<file path="src/rtl/exu_div_sched.sv">
// In-order issue scheduler: steers decode to the ALU or the shared iterative divider,
// tracks the single outstanding divide and arbitrates the register-file write port.
// Optional define EXU_DIV_SCHED_ALU_RAW_STALL_EN adds a one-cycle ALU-to-consumer interlock.
module exu_div_sched #(
    parameter int XLEN                = 64,
    parameter int REG_FILE_ADDR_WIDTH = 4
) (
    input  logic                           clk,
    input  logic                           rst,
    input  logic                           dec_valid,
    output logic                           dec_ready,
    input  logic                           dec_is_div,
    input  logic                           dec_rd_wr,
    input  logic [REG_FILE_ADDR_WIDTH-1:0] dec_rd_addr,
    input  logic                           dec_rs1_vld,
    input  logic                           dec_rs2_vld,
    input  logic [REG_FILE_ADDR_WIDTH-1:0] dec_rs1_addr,
    input  logic [REG_FILE_ADDR_WIDTH-1:0] dec_rs2_addr,
    input  logic                           flush,
    output logic                           alu_issue,
    output logic                           div_start,
    input  logic                           div_done,
    input  logic [XLEN-1:0]                div_result,
    input  logic                           alu_wb_rd_wr_en,
    input  logic [REG_FILE_ADDR_WIDTH-1:0] alu_wb_rd_addr,
    input  logic [XLEN-1:0]                alu_wb_data,
    output logic                           rf_wr_en,
    output logic [REG_FILE_ADDR_WIDTH-1:0] rf_wr_addr,
    output logic [XLEN-1:0]                rf_wr_data,
    output logic                           div_pending
);

    typedef enum logic [1:0] {
        IDLE,
        BUSY,
        HOLD
    } state_t;

    state_t                         state;
    logic [REG_FILE_ADDR_WIDTH-1:0] pend_rd;
    logic [XLEN-1:0]                hold_data;

    logic busy;
    logic structural_hz;
    logic raw_hz;
    logic waw_hz;
    logic drain_hz;
    logic alu_raw_hz;
    logic stall;
    logic fire;

    assign busy          = (state != IDLE);
    assign structural_hz = dec_is_div & busy;
    assign raw_hz        = busy & ((dec_rs1_vld & (dec_rs1_addr == pend_rd)) |
                                   (dec_rs2_vld & (dec_rs2_addr == pend_rd)));
    assign waw_hz        = busy & dec_rd_wr & (dec_rd_addr == pend_rd);
    assign drain_hz      = (state == HOLD);

`ifdef EXU_DIV_SCHED_ALU_RAW_STALL_EN
    logic                           alu_rd_vld_q;
    logic [REG_FILE_ADDR_WIDTH-1:0] alu_rd_q;

    // Destination of the previous ALU issue; only lives for the following cycle.
    always_ff @(posedge clk) begin
        if (rst) begin
            alu_rd_vld_q <= 1'b0;
            alu_rd_q     <= '0;
        end else begin
            alu_rd_vld_q <= alu_issue & dec_rd_wr;
            if (alu_issue & dec_rd_wr) begin
                alu_rd_q <= dec_rd_addr;
            end
        end
    end

    assign alu_raw_hz = alu_rd_vld_q & ((dec_rs1_vld & (dec_rs1_addr == alu_rd_q)) |
                                        (dec_rs2_vld & (dec_rs2_addr == alu_rd_q)));
`else
    assign alu_raw_hz = 1'b0;
`endif

    assign stall = structural_hz | raw_hz | waw_hz | drain_hz | alu_raw_hz;

    // A flushed decode slot is always consumed so the wrong-path instruction drains away.
    assign dec_ready   = flush | ~stall;
    assign fire        = dec_valid & dec_ready & ~flush & ~rst;
    assign alu_issue   = fire & ~dec_is_div;
    assign div_start   = fire & dec_is_div;
    assign div_pending = busy;

    always_ff @(posedge clk) begin
        if (rst) begin
            state     <= IDLE;
            pend_rd   <= '0;
            hold_data <= '0;
        end else begin
            case (state)
                IDLE: begin
                    if (div_start) begin
                        state   <= BUSY;
                        pend_rd <= dec_rd_addr;
                    end
                end
                BUSY: begin
                    if (div_done) begin
                        if (alu_wb_rd_wr_en) begin
                            state     <= HOLD;
                            hold_data <= div_result;
                        end else begin
                            state <= IDLE;
                        end
                    end
                end
                HOLD: begin
                    if (!alu_wb_rd_wr_en) begin
                        state <= IDLE;
                    end
                end
                default: state <= IDLE;
            endcase
        end
    end

    // ALU writeback owns the port; divider results wait in hold_data when they collide.
    always_comb begin
        rf_wr_en   = 1'b0;
        rf_wr_addr = '0;
        rf_wr_data = '0;
        if (!rst) begin
            if (alu_wb_rd_wr_en) begin
                rf_wr_en   = 1'b1;
                rf_wr_addr = alu_wb_rd_addr;
                rf_wr_data = alu_wb_data;
            end else if ((state == BUSY) && div_done) begin
                rf_wr_en   = 1'b1;
                rf_wr_addr = pend_rd;
                rf_wr_data = div_result;
            end else if (state == HOLD) begin
                rf_wr_en   = 1'b1;
                rf_wr_addr = pend_rd;
                rf_wr_data = hold_data;
            end
        end
    end

endmodule

</file>
<file path="config.mk">
export PLATFORM = sky130hd
export DESIGN_NAME = exu_div_sched
export DESIGN_NICKNAME = d
export VERILOG_FILES = /design/src/rtl/exu_div_sched.sv
export SDC_FILE = /design/constraint.sdc
export NUM_CORES = 1
export LEC_CHECK = 0
export CAP_MARGIN = 40
export CORE_AREA = 2 2 106 108
export DETAILED_ROUTE_END_ITERATION = 16
export DIE_AREA = 0 0 108 110
export GPL_TIMING_DRIVEN = 1
export PLACE_DENSITY = 0.85
export SKIP_LAST_GASP = 1
export SLEW_MARGIN = 20
export SYNTH_ARGS = -nofsm -noshare
export SYNTH_HDL_FRONTEND = slang
export SYNTH_SLANG_ARGS = --single-unit
</file>
<file path="constraint.sdc">
create_clock -name clk -period 1.88 [get_ports clk]
set_input_delay 0.376 -clock clk [delete_from_list [all_inputs] [get_ports clk]]
set_output_delay 0.376 -clock clk [all_outputs]
set_load 0.01 [all_outputs]
</file>
==> results.md, run 1 <==
- Area of the multi-input gates: 3290 um^2
- Starting Density: 39.3%
- Vias: 5313
- Die Y: 110 um
- Least-Margin Pin Slew: 408 ps
- WP data required: 1500 ps
- Tot Pwr: 3910 uW
- Vias in the first global route: 5188
- Register area share after synthesis: 33.4%
- Setup_tns: -16200 ps
- Rows: 38
- CTS Sinks: 70
- Most frequent cells in the layout: clkdlybuf4s50_1 (144), nand2_1 (131), nor2b_1 (67)
- Layout Nets: 966
- Leakage Power: 0.00304 uW
- PD cells: 491 nW/um^2
- Root Driver: clkbuf_8
- H-tree depth: 3
- Vias per cell: 5.55
- Post-route antenna net violation count: 0
- Clk pin slew, worst setup/hold paths: 70 ps
- DR DRC count: 0
- Dpl hpwl: 10700 um
- Outcome: finished, violations left
- Fin crit share: 119%
- Fill count: 750
- First-pass GRT wire length: 25300 um
- Final Skew: 8.11 ps
- Total Routing Usage GR: 26.7%
- Area of the die: 11900 um^2
- Placer Congestion: 0.850
- Final hold violations: 0
- Final worst path period need: 2230 ps
- Drt total wl: 17900 um
- Critical path type: flop to output pin
- Slew Viols, Final: 0
- Initial antenna violation count: 0
- Port Buffers: 226
- RSZ-0062 raised after global routing: true
- Ant. Diodes: 0
- Initial DRC Count: 279
- Die W: 108 um
- CTS max path bufs: 2
- Cts bufs inserted: 9
- Io pins: 227
- Critical Path AT: 1860 ps
- Largest net degree at the start of global routing: 64
- Worst skew pair latency: 330 ps
- Hold Crit Start: dec_rd_addr[3]
- Mapped cell area: 4200 um^2
- Synthesized Nets: 726
- Yosys top cell area share: 33.4%
- #FFs+latches synth: 70
- Post-synth top area cell: dfxtp_1
- Commonest non-fill, non-tap cell in the layout: clkdlybuf4s50_1
- First-pass DRT Iterations: 4
- Max Cap Viol: 0
- Final setup viols: 71
- Worst setup SP type: flop
- Number of synthesis warnings: 0
- Reg-to-Reg Start: state[1]
- Core box area: 10700 um^2
- Layout cell share with drive strength beyond 1: 30.0%
- Mapped Avg Cell Area: 7.34 um^2
- Layout area overhead: 89.6%
- Max Clk Rate: 448 MHz
- Hold Path Class: input port to flop
- Routed wire per std cell: 18.7 um
- Unique masters post-synth: 32
- FF/Latch Area: 1410 um^2
- Slew headroom: 72.8%
- Synth Instances: 572
- Failing checks: setup timing
- CP Max Fanout: 7
- Fin util: 74.4%
- Worst Setup SP: state[1]
- Final worst slack: -353 ps
- Crit path capture type: output pin
- CTS tree: done
- Synth top area cells: dfxtp_1 (33%), a221oi_1 (13%), nand2_1 (12%), nor2b_1 (10%), a21oi_1 (7.7%)
- Grt ovf: 0
- Max VDD drop: 0.000347 V
flip-flops by register name (all words and copies together) (netlist names):
signal,flops
pend_rd,4
state,2
hold_data,64
synthesized netlist by cell type, drive strengths merged:
cell and count:
o31ai 1, o21ai 1, nor2 8, buf 32, or2 1, a2111o 1
nor3b 1, o211a 1, nand3 3, and3b 1, o2111ai 1, a21oi 65
o211ai 1, dfxtp 70, a221oi 64, mux2i 8, xor2 1, nor3 64
clkbuf 28, nor2b 68, inv 4, and2 1, or3b 1, nand2b 2
nand2 132, o22ai 2, xnor2 8, o21bai 2
power by group:
part	switching [uW]	internal [uW]	total, uW
clock	580	820	1400
combinational	439	573	1010
sequential	8.91	1490	1500
per-stage QoR:
stage	setup slack (ps)	hold WS, ps	cell area [um^2]	instances
4_1_cts	-326	430	7490	947
6_report	-353	423	7960	957
2_1_floorplan	162	436	4200	572
3_5_place_dp	-788	449	6810	918
5_1_grt	-402	450	7960	957
3_3_place_gp	-688	440	6810	918
final timing paths:
check,slack [ps],end,depth (start not counted)
setup / recovery,-350,rf_wr_data[43],6
hold / removal,420,pend_rd[3],3
setup reg to reg,130,hold_data[8],7
hold reg to reg,470,hold_data[35],2
layer usage:
metal | wire length (um) | vias to the layer above | track usage [%] | share of wire (%)
li1 | - | 2521 | - | -
met1 | 6780 | 2553 | 29.9 | 38
met2 | 9770 | 210 | 50.9 | 54
met3 | 1040 | 29 | 5.17 | 5.8
met4 | 357 | 0 | 8.06 | 2.0
met5 | 0 | - | 0 | 0
cell type report:
| cell class | count | area share (%) |
|---|---|---|
| Multi-Input combinational cell | 438 | 41.3 |
| Timing Repair Buffer | 289 | 35.6 |
| Sequential cell | 70 | 17.7 |
| Tap cell | 140 | 2.20 |
| Clock buffer | 11 | 1.90 |
| Clock inverter | 5 | 1.02 |
| Inverter | 4 | 0.220 |
worst max-delay path, cell delays in order, from the launching register on:
cell and delay [ps]:
dfxtp_2 340, and3b_2 260, buf_12 150, buf_16 140, a221oi_2 290, nor3_1 70, dlygate4sd2_1 280
kinds of logic after synthesis:
| logic type | Yosys count | share of synthesized area (%) |
|---|---|---|
| AOI/OAI and AO/OA | 139 | 23.1 |
| xor gates and xnor gates | 9 | 1.88 |
| buffers and inverters | 64 | 7.80 |
| DFF | 70 | 33.4 |
| muxes | 8 | 1.91 |
| and+or+nand+nor | 282 | 32.0 |
what timing repair did:
item                                    4_1_cts  5_1_grt
endpoints found under the setup margin       73       71
cloned                                        7        3
pin swaps                                    29       19
setup buffers                                 6        7
hold buffers                                  0        0
gates resized for setup                     367       59
Note: power is estimated with default switching activity, not from simulation.
==> run 2: changes to the inputs <==
Settings changed: CORE_AREA 2 2 106 108 to 2 2 97 118, DIE_AREA 0 0 108 110 to 0 0 99 120.
==> run 2 against run 1 <==
The run still ends with setup timing left. Clock skew about the same. Global-route usage increased by 1.1 points. Sequential power about the same. Critical path depth unchanged. Clock power increased by 7%. Largest cell class unchanged. Combinational power decreased by 4%. Die area unchanged. Total power increased by 1.7%. First-iteration DRC count unchanged.
==> results.md, run 2 (synthesis results as in run 1) <==
- Grt ovf: 0
- Final worst slack: -291 ps
- Placer Congestion: 0.783
- CP max-delay cell: dfxtp_2
- FF/Latch Area: 1410 um^2
- Initial antenna violation count: 2
- Vias per cell: 5.67
- Total Routing Usage GR: 27.8%
- CTS Sinks: 70
- Setup_tns: -15230 ps
- Routed wire per std cell: 18.6 um
- RSZ-0062 raised after global routing: true
- Slew Viols, Final: 0
- Crit-path cells: and3b_2, buf_4, buf_16, a221oi_4, nor3_1, buf_2
- Fill count: 790
- First-pass GRT wire length: 26900 um
- Root Driver: clkbuf_16
- Die Y: 120 um
- Area of the die: 11900 um^2
- Port Buffers: 226
- DR DRC count: 0
- WP data required: 1500 ps
- Hold buffer count at CTS: 0
- Area of the multi-input gates: 3120 um^2
- Largest net degree at the start of global routing: 77
- Tot Pwr: 3980 uW
- Layout Nets: 966
- Layout area overhead: 85.6%
- Dpl hpwl: 10400 um
- H-tree depth: 3
- CTS tree: done
- Worst skew pair latency: 320 ps
- Failing checks: setup timing
- Placed cell area: 6720 um^2
- Die W: 99 um
- PD cells: 510 nW/um^2
- Worst setup SP type: flop
- Critical path type: flop to output pin
- Hold Path Class: input port to flop
- Max reg flops: 64
- Layout cell share with drive strength beyond 1: 28.2%
- Vias in the first global route: 5535
- Final hold violations: 0
- Place WS: -740 ps
- Cts bufs inserted: 9
- Leakage Power: 0.00303 uW
- Starting Density: 39.0%
- First-pass DRT Iterations: 7
- Outcome: finished, violations left
- Max Clk Rate: 461 MHz
- Max Cap Viol: 0
- Core box area: 10800 um^2
- Vias: 5385
- Commonest non-fill, non-tap cell in the layout: clkdlybuf4s50_1
- Crit path capture type: output pin
- Most frequent cells in the layout: clkdlybuf4s50_1 (143), nand2_1 (131), nor2b_1 (67)
- Clk pin slew, worst setup/hold paths: 60 ps
- Finished Cell Area: 7800 um^2
- Hold slack: 375 ps
- CP Max Fanout: 13
- Fin crit share: 116%
- Rows: 42
- Largest register by flop count: hold_data
- Final setup viols: 71
- Final worst path period need: 2170 ps
- Biggest regs: hold_data: 64 flops, pend_rd: 4 flops, state: 2 flops
- Initial DRC Count: 279
- Drt total wl: 17600 um
- Post-route antenna net violation count: 0
- Final Skew: 7.62 ps
- CTS max path bufs: 2
- Critical Path AT: 1800 ps
- Least-Margin Pin Slew: 338 ps
- Io pins: 227
- Max VDD drop: 0.000450 V
- Largest stage delay on the critical path: 340 ps
- Slew headroom: 77.5%
run 2: timing repair:
action | 4_1_cts | 5_1_grt
pin swaps | 26 | 13
resized for setup | 346 | 40
cloned | 7 | 2
setup endpoints to repair | 73 | 94
hold endpoints to repair | 0 | 0
buffers inserted | 22 | 2
run 2: area by class of cell:
class	count	share of cell area, %
Multi-Input combinational cell	438	40.1
Antenna cell	1	0.0321
Sequential cell	70	18.1
Clock inverter	5	0.353
Tap cell	132	2.12
Timing Repair Buffer	289	36.2
Inverter	4	0.193
Clock buffer	10	2.94
run 2: metal layers:
| metal | track usage (%) | wire [um] | vias to the layer above |
|---|---|---|---|
| met5 | 0 | 16 | - |
| met4 | 12.8 | 455 | 2 |
| met3 | 4.14 | 957 | 46 |
| met2 | 50.8 | 9560 | 240 |
| met1 | 31.3 | 6650 | 2566 |
| li1 | - | - | 2531 |
run 2: worst max-delay path, delay by kind of cell, from the launching register on:
| kind | cells | cell delay [ps] |
|---|---|---|
| flops | 1 | 340 |
| compound gates | 1 | 260 |
| buf+inv | 3 | 500 |
| simple gates | 2 | 370 |
run 2: final timing paths:
| path | startpoint | end | slack, ps | depth (start not counted) |
|---|---|---|---|---|
| setup / recovery | state[0] | rf_wr_data[47] | -290 | 6 |
| hold / removal | rst | state[0] | 370 | 3 |
| setup reg to reg | state[1] | hold_data[2] | 40 | 8 |
| hold reg to reg | hold_data[10] | hold_data[10] | 470 | 2 |
run 2: power breakdown:
part	leakage [uW]	switching, uW	internal [uW]
Sequential	0.000567	9.42	1490
Combinational	0.00234	416	555
Clock	0.000128	628	876
run 2: stage by stage:
| step | utilization (%) | instances |
|---|---|---|
| after floorplan | - | 572 |
| after global placement | 62.3 | 901 |
| after detailed placement | 62.3 | 901 |
| after CTS | 70.8 | 944 |
| after global routing | 72.4 | 949 |
| final | 72.4 | 949 |
==> run 3: changes to the inputs <==
--- a/config.mk
+++ b/config.mk
@@ -18 +18,2 @@
 export SYNTH_SLANG_ARGS = --single-unit
+export TNS_END_PERCENT = 5
==> constraint.sdc (replaced) <==
create_clock -name clk -period 1.88 [get_ports clk]
set_input_delay 0.282 -clock clk [delete_from_list [all_inputs] [get_ports clk]]
set_output_delay 0.282 -clock clk [all_outputs]
set_load 0.01 [all_outputs]
==> run 3 against run 2 <==
The flow still finishes with violations (setup timing). Combinational power down 3.4%. Via count down 2.7%. Clock skew down 2.0 ps. Design area down 4.2%. Critical path depth down 1. Non-clock buffer count down 23. Cell count down 2.3%. Largest power group is now clock.
==> results.md, run 3 (synthesis results as in run 1) <==
- Outcome: finished, violations left
- Failing checks: setup timing
- PD cells: 529 nW/um^2
- Placer Congestion: 0.793
- Tot Pwr: 3960 uW
- DR DRC count: 0
- Max Clk Rate: 464 MHz
- Area of the die: 11900 um^2
- Post-route antenna net violation count: 0
- RSZ-0062 raised after global routing: true
- Least-Margin Pin Slew: 351 ps
- Commonest non-fill, non-tap cell in the layout: clkdlybuf4s50_1
- Initial antenna violation count: 3
- Final worst path period need: 2160 ps
- CP Max Fanout: 39
- Leakage Power: 0.00287 uW
- Slew headroom: 76.6%
- Max Cap Viol: 0
- WP data required: 1600 ps
- Largest register by flop count: hold_data
- Initial DRC Count: 314
- Max reg flops: 64
- Biggest regs: hold_data: 64 flops, pend_rd: 4 flops, state: 2 flops
- Grt ovf: 0
- Vias: 5239
- FF/Latch Area: 1410 um^2
- Layout area overhead: 77.8%
- Die W: 99 um
- Final worst slack: -277 ps
- Comb pwr share: 23.7%
- First-pass DRT Iterations: 4
- Worst skew pair latency: 320 ps
- CTS Sinks: 70
- Hold depth: 2
- Largest net degree at the start of global routing: 74
- Fin crit share: 115%
- First-pass GRT wire length: 25000 um
- Final setup viols: 83
- Vias per cell: 5.65
- Max VDD drop: 0.000407 V
- Critical path type: flop to output pin
- Final Skew: 5.63 ps
- Sequential Power Share: 38.0%
- Area of the multi-input gates: 2980 um^2
- Io pins: 227
- Worst r2r path cells: 8
- Hold Path Class: input port to flop
- CTS tree: done
- CTS max path bufs: 2
- Internal power: 2960 uW
- Worst setup SP type: flop
- Fill count: 836
- Clk network pwr share: 38.3%
- Drt total wl: 16500 um
- Fin util: 69.3%
- Most frequent cells in the layout: clkdlybuf4s50_1 (152), nand2_1 (131), dfxtp_1 (68)
- Slew Viols, Final: 0
- Starting Density: 39.0%
- Routed wire per std cell: 17.8 um
- Clk pin slew, worst setup/hold paths: 50 ps
- Root Driver: clkbuf_16
- Rows: 42
- Die Y: 120 um
- Dpl hpwl: 10400 um
- Cts bufs inserted: 9
- H-tree depth: 3
- Switch Pwr: 999 uW
- Layout cell share with drive strength beyond 1: 22.2%
- Hold buffer count at CTS: 0
- Vias in the first global route: 5327
- Sw Ratio: 25.3%
- Critical Path AT: 1870 ps
- Crit path capture type: output pin
- Port Buffers: 226
- Core box area: 10800 um^2
- Layout Nets: 943
- Final hold violations: 0
- Total Routing Usage GR: 25.3%
==> run 3: cell types whose count changed in the layout (fill, tap and decap cells not counted), moves of 8 or more <==
cell             before  now
clkdlybuf4s50_1     143  152
buf_6                 9    1
a221oi_1              1   11
dlygate4sd2_1        12   25
clkbuf_2             10   27
buf_4                33   19
buf_2                50   16
==> run 3: routing by layer <==
layer / up-vias / global-route usage (%) / share of wire, %
met3: 48 / 4.08 / 4.6
met2: 183 / 46.0 / 54
li1: 2481 / - / -
met1: 2523 / 29.4 / 39
met5: - / 0 / 0.18
met4: 4 / 9.93 / 2.9
==> run 3: power groups by stage <==
| stage | Sequential [uW] | Combinational (uW) | Clock [uW] |
|---|---|---|---|
| final | 1500 | 938 | 1510 |
| after detailed placement | 1530 | 901 | 0 |
| after floorplan | 1530 | 318 | 0 |
| after global placement | 1530 | 882 | 0 |
| after global routing | 1500 | 1000 | 1630 |
| after CTS | 1500 | 895 | 1550 |
==> run 3: metrics by stage <==
step	setup TNS, ps	instance area (um^2)	setup WS [ps]	std cells	hold WS [ps]
3_5_place_dp	-34800	6690	-557	897	448
6_report	-10710	7470	-277	927	206
4_1_cts	-18080	7220	-297	920	215
5_1_grt	-18560	7470	-299	927	197
2_1_floorplan	0	4200	307	572	418
3_3_place_gp	-31140	6690	-472	897	442
==> run 3: final timing paths <==
path                 startpoint             end  slack, ps
setup / recovery       state[1]  rf_wr_data[28]       -280
hold / removal              rst        state[0]        210
setup reg to reg       state[1]    hold_data[3]        -70
hold reg to reg   hold_data[24]   hold_data[24]        460
==> run 3: area by class of cell <==
class | instances | area share [%]
multi-input cells | 438 | 39.9
repair buffers | 266 | 35.2
flip-flops and latches | 70 | 18.8
clock buffers | 12 | 3.30
well taps | 132 | 2.21
clock inverters | 4 | 0.302
inverters | 4 | 0.201
diodes | 1 | 0.0335
==> run 3: repair_timing <==
item	in CTS	in global routing
pin swaps	5	8
endpoints found under the setup margin	72	137
resized for setup	167	107
setup buffers	4	2
gates cloned	3	4
==> run 3: worst max-delay path, stage by stage, from the launching register on <==
cell and delay, ps:
dfxtp_2 340, nor2b_4 200, buf_12 270, a221oi_1 150, nor3_1 210, dlygate4sd2_1 330
